<file path="src/rtl/ex_muldiv_unit.sv">
// ex_muldiv_unit: iterative RV32M multiply/divide unit for the EX stage
module ex_muldiv_unit #(
  parameter int XLEN = 32
) (
  input  logic            i_clk,
  input  logic            i_reset,
  input  logic            i_start,
  input  logic [2:0]      i_funct3,
  input  logic [XLEN-1:0] i_rs1_data,
  input  logic [XLEN-1:0] i_rs2_data,
  input  logic [4:0]      i_rd_addr,
  input  logic            i_flush,
  output logic            o_busy,
  output logic            o_done,
  output logic [XLEN-1:0] o_result,
  output logic [4:0]      o_rd_addr
);
  localparam int CW = $clog2(XLEN);
  localparam logic [XLEN-1:0] MIN_NEG = {1'b1, {(XLEN-1){1'b0}}};
  typedef enum logic [1:0] {IDLE, CALC, DONE} state_t;
  state_t            r_state, w_next;
  logic [CW-1:0]     r_cnt;
  logic [2:0]        r_funct3;
  logic [4:0]        r_rd;
  logic [XLEN-1:0]   r_m;
  logic [2*XLEN-1:0] r_acc;
  logic              r_qneg, r_rneg;
  logic              w_accept, w_is_div, w_a_sgn, w_b_sgn, w_a_neg, w_b_neg;
  logic              w_div0, w_ovf, w_fast, w_ge;
  logic [XLEN-1:0]   w_a_mag, w_b_mag, w_diff, w_quo, w_rem, w_res;
  logic [XLEN:0]     w_add, w_sh;
  logic [2*XLEN-1:0] w_init, w_step, w_prod;

  assign w_accept = r_state == IDLE && i_start && !i_flush;
  assign w_is_div = i_funct3[2];
  assign w_a_sgn  = w_is_div ? !i_funct3[0] : ^i_funct3[1:0];
  assign w_b_sgn  = w_is_div ? !i_funct3[0] : i_funct3[1:0] == 2'b01;
  assign w_a_neg  = w_a_sgn && i_rs1_data[XLEN-1];
  assign w_b_neg  = w_b_sgn && i_rs2_data[XLEN-1];
  assign w_a_mag  = w_a_neg ? -i_rs1_data : i_rs1_data;
  assign w_b_mag  = w_b_neg ? -i_rs2_data : i_rs2_data;
  assign w_div0   = w_is_div && i_rs2_data == '0;
  assign w_ovf    = w_is_div && !i_funct3[0] && i_rs1_data == MIN_NEG && &i_rs2_data;
  assign w_fast   = w_div0 || w_ovf;
  // Fast-path ops preload the accumulator with their final {remainder, quotient}.
  assign w_init   = w_div0 ? {i_rs1_data, {XLEN{1'b1}}} :
                    w_ovf  ? {{XLEN{1'b0}}, MIN_NEG} :
                             {{XLEN{1'b0}}, w_is_div ? w_a_mag : w_b_mag};
  assign w_add    = {1'b0, r_acc[2*XLEN-1:XLEN]} + (r_acc[0] ? {1'b0, r_m} : '0);
  assign w_sh     = r_acc[2*XLEN-1:XLEN-1];
  assign w_ge     = w_sh >= {1'b0, r_m};
  assign w_diff   = w_sh[XLEN-1:0] - r_m;
  assign w_step   = r_funct3[2] ? {w_ge ? w_diff : w_sh[XLEN-1:0], r_acc[XLEN-2:0], w_ge}
                                : {w_add, r_acc[XLEN-1:1]};
  assign w_prod   = r_qneg ? -r_acc : r_acc;
  assign w_quo    = r_qneg ? -r_acc[XLEN-1:0] : r_acc[XLEN-1:0];
  assign w_rem    = r_rneg ? -r_acc[2*XLEN-1:XLEN] : r_acc[2*XLEN-1:XLEN];
  assign w_res    = r_funct3[2] ? (r_funct3[1] ? w_rem : w_quo)
                                : (r_funct3[1:0] == 2'b00 ? w_prod[XLEN-1:0] : w_prod[2*XLEN-1:XLEN]);
  assign o_busy   = i_reset && (w_accept || r_state == CALC);

  // Next state: flush returns to IDLE from CALC/DONE, DONE always lasts one cycle.
  always_comb begin
    w_next = IDLE;
    if (r_state == IDLE && w_accept) w_next = w_fast ? DONE : CALC;
    if (r_state == CALC && !i_flush) w_next = r_cnt == CW'(XLEN-1) ? DONE : CALC;
  end

  // State, iteration datapath and registered result/done pulse.
  always_ff @(posedge i_clk) begin
    if (!i_reset) begin
      r_state   <= IDLE;
      r_cnt     <= '0;
      o_result  <= '0;
      o_rd_addr <= '0;
      o_done    <= 1'b0;
    end else begin
      r_state <= w_next;
      o_done  <= r_state == DONE && !i_flush;
      if (r_state == DONE && !i_flush) begin
        o_result  <= w_res;
        o_rd_addr <= r_rd;
      end
      if (w_accept) begin
        r_cnt    <= '0;
        r_funct3 <= i_funct3;
        r_rd     <= i_rd_addr;
        r_m      <= w_is_div ? w_b_mag : w_a_mag;
        r_acc    <= w_init;
        r_qneg   <= !w_fast && (w_a_neg ^ w_b_neg);
        r_rneg   <= !w_fast && w_a_neg;
      end else if (r_state == CALC) begin
        r_acc <= w_step;
        r_cnt <= r_cnt + 1'b1;
      end
    end
  end
endmodule

</file>
<file path="config.mk">
export PLATFORM = sky130hd
export DESIGN_NAME = ex_muldiv_unit
export DESIGN_NICKNAME = d
export VERILOG_FILES = /design/src/rtl/ex_muldiv_unit.sv
export SDC_FILE = /design/constraint.sdc
export NUM_CORES = 1
export LEC_CHECK = 0
export CORE_ASPECT_RATIO = 0.9
export CORE_UTILIZATION = 50
export CTS_CLUSTER_SIZE = 20
export DETAILED_ROUTE_END_ITERATION = 8
export DONT_BUFFER_PORTS = 1
export PLACE_DENSITY = 0.68
export SLEW_MARGIN = 20
export SYNTH_ARGS = -nofsm -noshare
export SYNTH_HDL_FRONTEND = slang
export SYNTH_SLANG_ARGS = --single-unit
</file>
<file path="constraint.sdc">
create_clock -name i_clk -period 4.5 [get_ports i_clk]
set_input_delay 0.9 -clock i_clk [delete_from_list [all_inputs] [get_ports i_clk]]
set_output_delay 0.9 -clock i_clk [all_outputs]
set_load 0.05 [all_outputs]
</file>
==> results of run 1 <==
[power by group through the flow]
stage / Clock [mW] / Sequential [mW] / Combinational (mW)
after floorplan: 0 / 1.64 / 0.836
after global placement: 0 / 1.65 / 1.13
after detailed placement: 0 / 1.66 / 1.14
after CTS: 1.56 / 1.63 / 1.15
after global routing: 1.61 / 1.63 / 1.27
final: 1.55 / 1.63 / 1.18
[layer usage]
layer / track usage [%] / routed length [microns] / vias to the layer above / share of wire (%)
li1: - / - / 6644 / -
met1: 51.9 / 23300 / 6759 / 44
met2: 51.4 / 21800 / 863 / 41
met3: 9.05 / 6560 / 99 / 12
met4: 11.3 / 1820 / 0 / 3.4
met5: 0 / 0 / - / 0
[cell usage in the layout (no fill, tap or decap), drive strengths merged, types with 12 or more instances in the layout]
cell type and count:
o21ai 151, nor2b 41, nor3 23, a21o 42, clkbuf 17, or3 26, nand2 170, xnor2 110
or4 15, mux2i 23, buf 53, a221oi 23, a211oi 39, inv 79, dfxtp 45, nand3 23
nor4 13, o41ai 13, o31ai 24, ha 72, a22oi 18, and2 15, edfxtp 106, a31oi 18
o22ai 33, and3 15, or2 12, nand4 28, nand2b 15, nor2 182, a21oi 169, xor2 92
mux2 12
[stage by stage]
stage / utilization [%] / hold WS (ns) / worst slack, ns / power, mW
after floorplan: - / 0.441 / 0.403 / 2.48
after global placement: 52.9 / 0.447 / 0.668 / 2.79
after detailed placement: 52.9 / 0.477 / 0.546 / 2.80
after CTS: 55.0 / 0.486 / 0.534 / 4.33
after global routing: 55.1 / 0.513 / 0.292 / 4.51
final: 55.1 / 0.479 / 0.468 / 4.36
[synth_stat cells (28+ instances only)]
cell type	n
a211oi_1	39
a21o_1	42
a21oi_1	169
clkbuf_1	99
dfxtp_1	45
edfxtp_1	106
ha_1	72
inv_1	71
nand2_1	170
nand4_1	28
nor2_1	182
nor2b_1	41
o21ai_0	149
o22ai_1	33
xnor2_1	110
xor2_1	92
[worst reg2reg max path, stage by stage, from the launching register on]
cell,delay (ns)
edfxtp_1,0.43
inv_1,0.44
nor2_1,0.12
ha_1,0.37
o21ai_0,0.14
o21a_1,0.20
o21ai_0,0.42
a221o_1,0.33
a31oi_1,0.14
o41ai_1,0.38
buf_4,0.19
a21oi_1,0.06
o21bai_1,0.16
xor2_1,0.10
a211o_1,0.30
[layout make-up]
| class | instances | area [sq um] | area share (%) |
|---|---|---|---|
| Clock buffer | 17 | 425 | 2.73 |
| Inverter | 71 | 267 | 1.71 |
| Sequential cell | 151 | 4080 | 26.2 |
| Clock inverter | 15 | 183 | 1.17 |
| Tap cell | 360 | 450 | 2.89 |
| Timing Repair Buffer | 53 | 430 | 2.77 |
| Multi-Input combinational cell | 1507 | 9730 | 62.5 |
[worst min-delay path by stage]
stage               endpoint  slack [ns]
floorplan           r_cnt[4]        0.44
global placement    r_cnt[4]        0.45
detailed placement  r_cnt[4]        0.48
CTS                 r_cnt[1]        0.49
global route        r_cnt[1]        0.51
finish              r_cnt[4]        0.48
[sequential cells by signal, summed over array words and instances (netlist names), 2 cells and up]
signal,cells
r_m,32
o_result,32
r_funct3,3
o_rd_addr,5
r_state,2
r_cnt,5
r_acc,64
r_rd,5
[cell families after synthesis]
kind of cell / Yosys count / share of synthesized area [%]
XOR/XNOR: 202 / 12.2
adder cells (fa/ha/maj): 74 / 6.50
AND/OR/NAND/NOR: 588 / 19.4
flip-flops: 151 / 28.2
multiplexers: 35 / 2.52
buffers and inverters: 181 / 4.70
AO/OA/AOI/OAI: 608 / 26.5
==> results by group, run 1 <==
Timing
  – Setup TNS Final: 0 ns
  – Fin Clk Skew: 0.0107 ns
  – Relative slew slack: 34.1%
  – Final Hold Viols: 0
  – Final Critical Period: about 4.0 ns
  – Worst Tran Pin Value: between 0.9 and 1 ns
  – RSZ-0062 raised after global routing: no
  – Final period utilization: 89.6%
  – Final max-slew violation count: 0
  – Achievable Freq: 248 MHz
  – Setup Viol. Count Final: 0

Layout
  – Layout cells sized above 1: 6.67%
  – Layout area overhead: 7.57%
  – Diode count: 0
  – Post-route insts no fill: between 2000 and 2500
  – Layout fillers: 2688
  – Layout net count: a little under 2000
  – Design Area, Final: 15600 sq um

Floorplanning
  – Die area: slightly below 30000 sq um
  – Die height: ~160 microns
  – Initial Util: 51.3%
  – IO Pins: approximately 120
  – Core area: between 20000 and 30000 sq um
  – Die Width: 181 microns
  – Floorplan row count: just under 60

Worst setup path
  – Crit start category: flop
  – CP Capture Point: r_acc[60]
  – CP cell instances: inv_1 -> nor2_1 -> ha_1 -> o21ai_0 -> o21a_1 -> o21ai_0 -> a221o_1 -> a31oi_1 -> o41ai_1 -> buf_4 -> a21oi_1 -> o21bai_1 -> xor2_1 -> a211o_1
  – Crit. End Element: flop
  – Crit path max fanout: 15
  – CP most frequent cell: o21ai_0
  – WP data required: roughly 4.7 ns
  – Slowest CP cell: inv_1
  – Worst path max stage delay: 0.44 ns
  – FF-to-FF End: r_acc[60]
  – CP top delay family: compound AO/OA/AOI/OAI gates
  – CP arrival: between 4 and 5 ns
  – Crit Reg-Reg Startpoint: r_acc[0]
  – R2R cell count: 14
  – Flop-to-flop setup slack: between 0.4 and 0.5 ns
  – Critical Path Stages: 14
  – Critical Setup Path Class: flop to flop
  – Crit path from: r_acc[0]
  – Worst Path Buf+Inv: 2

Clock network
  – Max Root-Sink Buffers: 2
  – Clock Root Buffer: clkbuf_16
  – Clock sinks: 151
  – Hold_buf cts: 0
  – Htree depth: 4
  – TritonCTS buffer count: 17
  – Clk slew on worst S/H paths: 0.07 ns
  – Clock tree from TritonCTS: done
  – CTS resizes: 0
  – Post-CTS setup buffer count: 0
  – Clk_lat worst skew: roughly 0.45 ns

Drt
  – DR DRC count: 0
  – Vias: roughly 14000
  – Wirelength, routed: about 53000 microns
  – First-pass DRT Iterations: 6
  – Wire length per cell: 24.6 microns
  – 1st-iter DRT viols: 2004
  – Routed vias/inst: about 6.6
  – Antenna-violating nets left: 0

Place
  – Placed inst area: 14900 sq um
  – Placed insts: between 2000 and 2500
  – IO buf count: 0
  – Dpl hpwl: around 41000 microns
  – Gpl congestion: ~1

Pwr
  – Psw: between 1 and 1.5 mW
  – Logic pwr share: between 20% and 30%
  – Internal: between 2 and 3 mW
  – Switching share of power: approximately a third
  – Pwr dens: 280 nW/um^2
  – Static Leak: 6.09 nW
  – Clock power frac: between 30% and 40%
  – Peak supply drop: between 0.0002 and 0.0003 V
  – Reg power frac: about 37%

Synthesis
  – Post-Syn Area: 14500 sq um
  – Distinct cells, synth: 70
  – Post-synthesis sequential area ratio: 28.2%
  – Post-synth EDFFs: 106
  – Share of the synthesized area in the top cell type: 22.0%
  – Largest cells by area after synthesis: edfxtp_1 22%, xnor2_1 6.7%, dfxtp_1 6.2%, ha_1 6.2%, a21oi_1 5.8%
  – Syn Nets: between 1500 and 2000
  – Area leader, netlist: edfxtp_1
  – Total number of yosys warnings: 0
  – FF+latch count, synth: roughly 150
  – Mean post-synth cell area: 7.87 sq um
  – Dominant synthesized flop cell: edfxtp_1
  – Cell count after synthesis: roughly 1800
  – Asr flop ratio synth: 0%

Global routing
  – Initial antenna violation count: 0
  – Global-route wire length before repair: around 80000 microns
  – Largest net degree at the start of global routing: 112
  – Grt total ovfl: 0
  – Vias in the first global route: ~13000
  – GR Util All Layers: 35.8%

Worst hold path
  – Hold path depth: 2
  – Min-Delay Path Class: flop to flop
  – Hold path start: r_cnt[4]

Flow run
  – # Max-Cap Violations: 0

Status
  – Status: complete, no violations
Note: power is estimated with default switching activity, not from simulation.
==> run 2: changes to the inputs <==
- ABC_AREA: unset -> 1
==> results by group, run 2 <==
Place
  – Gpl congestion: 1.15
  – IO buf count: 0
  – Dpl hpwl: around 66000 microns

Layout
  – Layout area overhead: 5.46%
  – Max reg flops: 64
  – Most frequent cells in the layout: 1046 x nand2_1, 437 x inv_1, 331 x nor2_1, 325 x nand3_1, 217 x o21ai_0
  – Layout net count: roughly 3300
  – Layout cells sized above 1: roughly 3.7%
  – Most common cell after layout, fill and taps aside: nand2_1
  – Top flop regs: r_acc x64, o_result x32, r_m x32
  – Biggest register: r_acc
  – Core Util, Final: 54.2%
  – Diode count: 0

Timing
  – Setup TNS Final: 0 ns
  – RSZ-0062 raised after global routing: no
  – Final Critical Period: between 3 and 4 ns
  – Final max-slew violation count: 0
  – Achievable Freq: 283 MHz
  – Fin Clk Skew: between 0.015 and 0.02 ns
  – Worst Tran Pin Value: 1.12 ns
  – Relative slew slack: about a quarter
  – Final Hold Viols: 0
  – Setup Viol. Count Final: 0
  – Final period utilization: slightly below 80%

Synthesis
  – Synth cell count leaders: 1046 x nand2_1, 437 x inv_1, 332 x nor2_1
  – Asr flop ratio synth: 0%
  – Dominant synthesized flop cell: edfxtp_1
  – Distinct cells, synth: 55
  – Most common cell in the netlist: nand2_1
  – Area leader, netlist: nand2_1
  – Mean post-synth cell area: approximately 5.8 sq um
  – Post-Syn Area: around 18000 sq um
  – FF+latch count, synth: 151
  – Total number of yosys warnings: 0
  – Cell count after synthesis: roughly 3200
  – Post-synth EDFFs: 106
  – Largest cells by area after synthesis: nand2_1 22%, edfxtp_1 17%, inv_1 9.0%, nand3_1 9.0%, nor2_1 6.8%
  – Syn Nets: ~3300
  – Post-synthesis sequential area ratio: ~22%
  – Share of the synthesized area in the top cell type: a little over a fifth

Clock network
  – Clock Root Buffer: clkbuf_16
  – Max Root-Sink Buffers: 2
  – Clk slew on worst S/H paths: 0.08 ns
  – Clock tree from TritonCTS: done
  – Post-CTS setup buffer count: 0
  – TritonCTS buffer count: 17
  – Clock sinks: ~150
  – Clk_lat worst skew: 0.48 ns
  – Hold_buf cts: 0
  – Htree depth: 4
  – CTS resizes: 0

Status
  – Status: complete, no violations

Worst setup path
  – WP data required: 4.90 ns
  – CP most frequent cell: nand3_1
  – Slowest CP cell: edfxtp_1
  – Crit Reg-Reg Startpoint: r_acc[0]
  – Worst path max stage delay: approximately 0.83 ns
  – Critical Setup Path Class: flop to flop
  – CP arrival: between 3 and 4 ns
  – Crit path max fanout: 23
  – CP cell instances: inv_2 -> ha_1 -> nand3_1 -> nor2_2 -> nand3_1 -> o21ai_0 -> nand3_1 -> nand3_1 -> nand3_1 -> a31oi_1
  – Crit. End Element: flop
  – Crit path from: r_acc[0]
  – Crit start category: flop

Global routing
  – Vias in the first global route: between 15000 and 20000
  – Largest net degree at the start of global routing: 83
  – GR Util All Layers: ~44%
  – Global-route wire length before repair: ~120000 microns
  – Initial antenna violation count: 0
  – Grt total ovfl: 0

Flow run
  – # Max-Cap Violations: 0

Floorplanning
  – Floorplan row count: 65
  – Initial Util: just over 50%
  – Die height: roughly 180 microns
  – Die area: around 37000 sq um
  – Die Width: 203 microns
  – Core area: approximately 35000 sq um
  – IO Pins: around 120

Drt
  – First-pass DRT Iterations: 8
  – Wirelength, routed: between 80000 and 90000 microns
  – Routed vias/inst: between 6 and 7
  – Wire length per cell: around 23 microns
  – 1st-iter DRT viols: 3561
  – Antenna-violating nets left: 0
  – Vias: about 22000
  – DR DRC count: 0

Pwr
  – Static Leak: ~9.7 nW
  – Peak supply drop: 0.000294 V
  – Pwr dens: ~240 nW/um^2

Worst hold path
  – Min-Delay Path Class: flop to flop
  – Hold path start: r_cnt[4]
run 2: report_power, final:
group          switching [mW]  internal [mW]  total [mW]  leakage [nW]
Sequential             0.0990           1.56        1.66          1.34
Combinational           0.977          0.409        1.39          8.04
Clock                   0.748          0.760        1.51         0.290
Total                    1.82           2.73        4.56          9.68
run 2: layer usage:
layer  part of all wire, %  wire length, microns  vias to the layer above  track usage (%)
met5                     0                     0                        -                0
li1                      -                     -                    10100                -
met2                    40                 32800                     1635             62.6
met1                    40                 33100                     9981             59.6
met3                    15                 12300                      274             14.3
met4                   5.8                  4790                        0             22.9
run 2: critical path: cells and delay by family, from the launching register on:
kind	cells	cell delay, ns
AO/OA/AOI/OAI	2	0.98
AND/OR/NAND/NOR	6	1.12
buffers and inverters	1	0.30
flip-flops	1	0.83
adder cells (fa/ha/maj)	1	0.23
run 2: cell families after synthesis:
logic type,count (synthesis),synth area share (%)
simple gates,1865,43.4
buf+inv,544,11.6
compound gates,427,12.6
flops,151,22.4
xor+xnor,98,4.71
fa+ha+maj,74,5.17
mux,3,0.165
run 2: final timing paths:
check,to,slack [ns],cells after the start
setup / recovery,o_result[16],0.97,10
hold / removal,r_cnt[4],0.47,2
setup reg to reg,o_result[16],0.97,10
hold reg to reg,r_cnt[4],0.47,2
run 2: area by class of cell:
type	count	area, sq um
Fill cell	3727	16300
Multi-Input combinational cell	2467	12000
Sequential cell	151	4080
Inverter	448	1680
Tap cell	469	587
Clock buffer	18	439
Timing Repair Buffer	27	215
Clock inverter	14	156
run 2: through the flow:
stage	cells	area (sq um)	power [mW]	setup slack, ns	hold slack (ns)
floorplan	3162	18200	2.58	0.491	0.445
global placement	3562	18600	2.99	1.06	0.453
detailed placement	3562	18600	3.00	1.03	0.464
CTS	3594	19200	4.49	1.17	0.475
global route	3594	19200	4.72	0.808	0.503
finish	3594	19200	4.56	0.967	0.468
